File: config.mk
export PLATFORM = sky130hd
export DESIGN_NAME = pipe_addsub
export DESIGN_NICKNAME = d
export VERILOG_FILES = /design/src/rtl/pipe_addsub.sv
export SDC_FILE = /design/constraint.sdc
export NUM_CORES = 1
export LEC_CHECK = 0
export BUFFER_PORTS_ARGS = -buffer_cell sky130_fd_sc_hd__buf_2
export CORE_ASPECT_RATIO = 0.9
export CORE_MARGIN = 2
export CORE_UTILIZATION = 50
export CTS_BUF_LIST = sky130_fd_sc_hd__clkbuf_8
export DETAILED_ROUTE_END_ITERATION = 7
export PLACE_DENSITY = 0.74
export SLEW_MARGIN = 25
export SYNTH_ARGS = -nofsm -noshare
export SYNTH_HDL_FRONTEND = slang
export SYNTH_SLANG_ARGS = --single-unit
File: constraint.sdc
create_clock -name clk -period 7.47 [get_ports clk]
set_clock_uncertainty 0.1 [all_clocks]
set_input_delay 0.747 -clock clk [delete_from_list [all_inputs] [get_ports clk]]
set_output_delay 0.747 -clock clk [all_outputs]
set_load 0.005 [all_outputs]
File: src/rtl/pipe_addsub.sv
// Segmented-carry pipelined adder/subtractor. Each stage adds one SEG-bit slice
// and hands its carry, the untouched upper operand slices and the finished lower result slices forward.
module pipe_addsub #(
  parameter int WIDTH  = 32,
  parameter int STAGES = 2
) (
  input  logic             clk,
  input  logic             rst,
  input  logic             flush,
  input  logic             in_valid,
  output logic             in_ready,
  input  logic [WIDTH-1:0] in_a,
  input  logic [WIDTH-1:0] in_b,
  input  logic             in_sub,
  output logic             out_valid,
  input  logic             out_ready,
  output logic [WIDTH-1:0] out,
  output logic             carry,
  output logic             overflow,
  output logic             zero
);

  localparam int SEG  = WIDTH / STAGES;
  localparam int LAST = STAGES - 1;

  logic [WIDTH-1:0]  r_a   [STAGES];
  logic [WIDTH-1:0]  r_b   [STAGES];
  logic [WIDTH-1:0]  r_res [STAGES];
  logic [STAGES-1:0] r_c;
  logic [STAGES-1:0] r_v;
  logic              r_ovf;
  logic              r_zero;

  logic [WIDTH-1:0]  w_a      [STAGES];
  logic [WIDTH-1:0]  w_b      [STAGES];
  logic [WIDTH-1:0]  w_res    [STAGES];
  logic [WIDTH-1:0]  w_res_nx [STAGES];
  logic [STAGES-1:0] w_cin;
  logic [STAGES-1:0] w_cout;
  logic [STAGES-1:0] w_v;
  logic              w_advance;
  logic              w_ovf_nx;
  logic              w_zero_nx;

  assign w_advance = !r_v[LAST] || out_ready;
  assign in_ready  = w_advance;
  assign out_valid = r_v[LAST];
  assign out       = r_res[LAST];
  assign carry     = r_c[LAST];
  assign overflow  = r_ovf;
  assign zero      = r_zero;

  for (genvar k = 0; k < STAGES; k++) begin : g_stage
    logic [SEG:0]       w_sum;
    logic [WIDTH-1:0]   w_seg;
    if (k == 0) begin : g_first
      // Subtraction folds into the first stage: invert b here, inject sub as carry-in.
      assign w_a[k]   = in_a;
      assign w_b[k]   = in_b ^ {WIDTH{in_sub}};
      assign w_res[k] = '0;
      assign w_cin[k] = in_sub;
      assign w_v[k]   = in_valid;
    end else begin : g_next
      assign w_a[k]   = r_a[k-1];
      assign w_b[k]   = r_b[k-1];
      assign w_res[k] = r_res[k-1];
      assign w_cin[k] = r_c[k-1];
      assign w_v[k]   = r_v[k-1];
    end
    assign w_sum = {1'b0, w_a[k][k*SEG +: SEG]} + {1'b0, w_b[k][k*SEG +: SEG]}
                 + (SEG+1)'(w_cin[k]);
    assign w_seg = WIDTH'(w_sum[SEG-1:0]);
    // Slices above k are still zero in the partial result, so OR-ing places slice k.
    assign w_res_nx[k] = w_res[k] | (w_seg << (k*SEG));
    assign w_cout[k]   = w_sum[SEG];
  end

  assign w_ovf_nx  = (w_a[LAST][WIDTH-1] == w_b[LAST][WIDTH-1]) &&
                     (w_res_nx[LAST][WIDTH-1] != w_a[LAST][WIDTH-1]);
  assign w_zero_nx = (w_res_nx[LAST] == '0);

  always_ff @(posedge clk or posedge rst) begin
    if (rst) begin
      r_v    <= '0;
      r_c    <= '0;
      r_ovf  <= 1'b0;
      r_zero <= 1'b0;
      for (int k = 0; k < STAGES; k++) begin
        r_a[k]   <= '0;
        r_b[k]   <= '0;
        r_res[k] <= '0;
      end
    end else begin
      if (flush) begin
        r_v <= '0;
      end else if (w_advance) begin
        r_v <= w_v;
      end
      if (w_advance) begin
        r_c    <= w_cout;
        r_ovf  <= w_ovf_nx;
        r_zero <= w_zero_nx;
        for (int k = 0; k < STAGES; k++) begin
          r_a[k]   <= w_a[k];
          r_b[k]   <= w_b[k];
          r_res[k] <= w_res_nx[k];
        end
      end
    end
  end

endmodule

==> impl_metrics.csv <==
group,metric,value,unit
logic_synthesis,ys_ff_latch,86,
die,die_w,111,um
logic_synthesis,synth_area_leaders,"dfrtp_1 42%, nand2_1 11%, ha_1 7.3%",
detailed_routing,ant_nets,0,
critical_path,critical_path_class,"in -> out",
die,core_area,10100,sq um
cts,cts_buffers,9,
global_route,overflow,0,
job,drv_cap,0,
critical_path,critPathMaxFanout,109,
die,pin_count,107,
timing,setup_tns,0,ns
critical_path,crit_path_max_incr_delay,0.96,ns
finish,syn_to_final_growth,11.6,%
worst_hold_path,min_path_type,"reg -> reg",
finish,regArea,2150,sq um
logic_synthesis,yosys.area_share.simple,0.168,
finish,final_nets,735,
cts,cts_setup_buffers,0,
detailed_routing,drcViolationCount,0,
critical_path,crit_chain,"buf_2 > nor2b_4 > buf_4 > clkinv_2 > buf_2",
timing,tightestPinTransition,0.983,ns
run_status,status,"finished, final reports clean",
cts,clk_latency,0.35,ns
logic_synthesis,synth_nets,670,
logic_synthesis,ys.flop_type,"dfrtp_1",
critical_path,r2r_end,"zero$_DFFE_PP0P_",
cts,h-tree-depth,3,
finish,fillers,949,
cts,cts_root_buf,"clkbuf_8",
critical_path,arrival,3.07,ns
logic_synthesis,avgSynthCellArea,9.03,sq um
global_route,grtUsageTotal,0.206,
detailed_routing,num_vias,3929,
logic_synthesis,synth_cells,567,
finish,multi_input_area,2600,sq um
detailed_routing,drt_pre_antenna_iters,5,
global_route,antenna_found_initial,0,
logic_synthesis,synth_xor_area_frac,0.0992,
critical_path,cp_top_family,"buffers and inverters",
critical_path,startpoint_type,"input pin",
timing,rsz0062_at_grt,"no",
die,dieArea,11100,sq um
die,start_util,0.506,
die,row_count,35,
placement,port_buffers,106,
logic_synthesis,muxShareOfSynthArea,0.00855,
power_and_ir_drop,p_per_area,251,nW/um^2
timing,min_period,3.92,ns
timing,max_freq,255,MHz
logic_synthesis,synth_fa_ha_area_frac,0.0850,
global_route,grt_first_pass_wirelength,18600,um
critical_path,reg2reg_setup_slack,4.24,ns
global_route,grt_pass1_vias,3766,
detailed_routing,wl_per_cell,14.3,um
critical_path,reg2regPathDepth,10,
timing,setup_viol,0,
power_and_ir_drop,p_leak,2.77,nW
critical_path,end_kind,"primary output",
timing,drv_slew,0,
timing,fin_crit_sh,0.525,
detailed_routing,routed_wirelength,10900,um
logic_synthesis,netlist.area_leader.share,0.420,
critical_path,critPathCapture,"in_ready",
logic_synthesis,synth_edf_count,0,
cts,clock_tree.buffer_depth,2,
detailed_routing,drtIter0Drc,187,
critical_path,required,6.62,ns
logic_synthesis,syn_area,5120,sq um
finish,antennaDiodeCount,0,
critical_path,reg2reg_from,"r_a[48]$_DFFE_PP0P_",
logic_synthesis,synth.distinct_cells,51,
global_route,grt_max_degree,110,
cts,cts_resized,0,
cts,postCtsHoldBufs,0,
critical_path,cpMostUsedCell,"buf_2",
logic_synthesis,synth_top_family_by_area,"simple AND/OR/NAND/NOR gates",
power_and_ir_drop,ir_drop,143,uV
timing,hold_violations,0,
finish,drive_above_1_share,0.223,
critical_path,slowest_stage,"clkinv_2",
placement,hpwl,8330,um
critical_path,startpoint,"out_ready",
placement,place.gp.congestion,0.860,
timing,slew-limit-headroom,0.344,
power_and_ir_drop,finalPower,1.44,mW
logic_synthesis,yosys_warnings,0,
cts,cts_tree,"done",
cts,path_clk_slew,0.08,ns
cts,cts_num_sinks,86,
critical_path,critPathBufInv,4,
logic_synthesis,yosysSeqAreaShare,0.420,
detailed_routing,post_drt_via_cell_ratio,5.13,
critical_path,cp.depth,5,
logic_synthesis,async_flop_share,1.00,
logic_synthesis,yosys.area.top_type,"dfrtp_1",
die,die_h,100,um
logic_synthesis,synth_compound_area_frac,0.145,
==> synthesized netlist by cell type, types with 2 or more instances <==
library cell  count
a211o_1           2
a21o_1            9
a21oi_1          34
a21oi_2           2
and2_1            3
and3_1            5
buf_1             4
buf_4            32
clkbuf_1         17
dfrtp_1          86
fa_1              3
ha_1             30
inv_1            10
inv_2             2
mux2_2            3
nand2_1         151
nand3_1           3
nand4_1           3
nor2_1           20
nor2b_1           2
nor3_1            4
nor4_1            4
o211ai_1          3
o21a_1            4
o21ai_0          35
o21ai_1           5
o21bai_1          7
o31ai_2           2
or2_2             2
or3_1             3
xnor2_1          32
xor2_1           26
==> flip-flops by register name, summed over array words and instances (netlist names) <==
register	cells
out	32
r_a	16
r_b	16
r_res	16
r_c	2
r_v	2
overflow	1
zero	1
==> layout make-up <==
class,instances,share of cell area
clock buffers,10,0.0241
clock inverters,6,0.0123
inverters,12,0.00832
multi-input cells,415,0.455
flip-flops and latches,86,0.376
well taps,129,0.0282
repair buffers,108,0.0961
==> worst min-delay path: stages, from the launching register on <==
cell,delay [ns]
dfrtp_1,0.34
nand2_1,0.05
nand2_1,0.05
==> metrics by stage <==
step	area [sq um]	std cells	util	hold WS (ns)	worst slack, ns
6_report	5720	766	0.565	0.364	3.55
5_1_grt	5720	766	0.565	0.393	3.25
4_1_cts	5710	766	0.565	0.373	3.77
3_5_place_dp	5500	750	0.544	0.353	3.42
3_3_place_gp	5500	750	0.544	0.350	3.65
2_1_floorplan	5120	567	-	0.340	3.94
==> worst min path at each step <==
stage                   startpoint                  end  slack (ns)  cells after the start
6_report       out[26]$_DFFE_PP0P_  out[26]$_DFFE_PP0P_        0.36                      2
3_3_place_gp   out[11]$_DFFE_PP0P_  out[11]$_DFFE_PP0P_        0.35                      2
3_5_place_dp    out[6]$_DFFE_PP0P_   out[6]$_DFFE_PP0P_        0.35                      2
5_1_grt        out[17]$_DFFE_PP0P_  out[17]$_DFFE_PP0P_        0.39                      2
4_1_cts        out[17]$_DFFE_PP0P_  out[17]$_DFFE_PP0P_        0.37                      2
2_1_floorplan   out[0]$_DFFE_PP0P_   out[0]$_DFFE_PP0P_        0.34                      2
==> report_power, final <==
part / leakage [nW] / total (mW) / internal (mW) / switching [mW]
Combinational: 1.66 / 0.454 / 0.210 / 0.244
Sequential: 1.01 / 0.650 / 0.574 / 0.0756
Clock: 0.0951 / 0.333 / 0.165 / 0.168
Total: 2.77 / 1.44 / 0.949 / 0.488
==> per-layer routing <==
| layer | share of wire | track usage | up-vias |
|---|---|---|---|
| li1 | - | - | 2002 |
| met2 | 0.44 | 0.307 | 109 |
| met4 | 0.0083 | 0.0471 | 0 |
| met3 | 0.055 | 0.0447 | 9 |
| met1 | 0.50 | 0.310 | 1809 |
| met5 | 0 | 0 | - |
==> cell usage in the layout, fill, tap and decap left out, drive strengths merged, types with 4 or more instances in the layout <==
master,n
buf,108
a21o,9
nor2,20
o21a,4
xnor2,32
ha,30
dfrtp,86
o21ai,40
xor2,26
nor4,4
a21oi,36
nor3,4
inv,11
o21bai,7
clkbuf,10
nand2,151
and3,6
==> logic make-up (layout without fill, tap and decap cells) <==
family	after synthesis	in the layout
simple gates	205	205
fa+ha+maj	33	33
compound gates	115	115
mux	4	4
flops	86	86
xor+xnor	58	58
buf+inv	66	136
(Power assumes the default switching activity.)
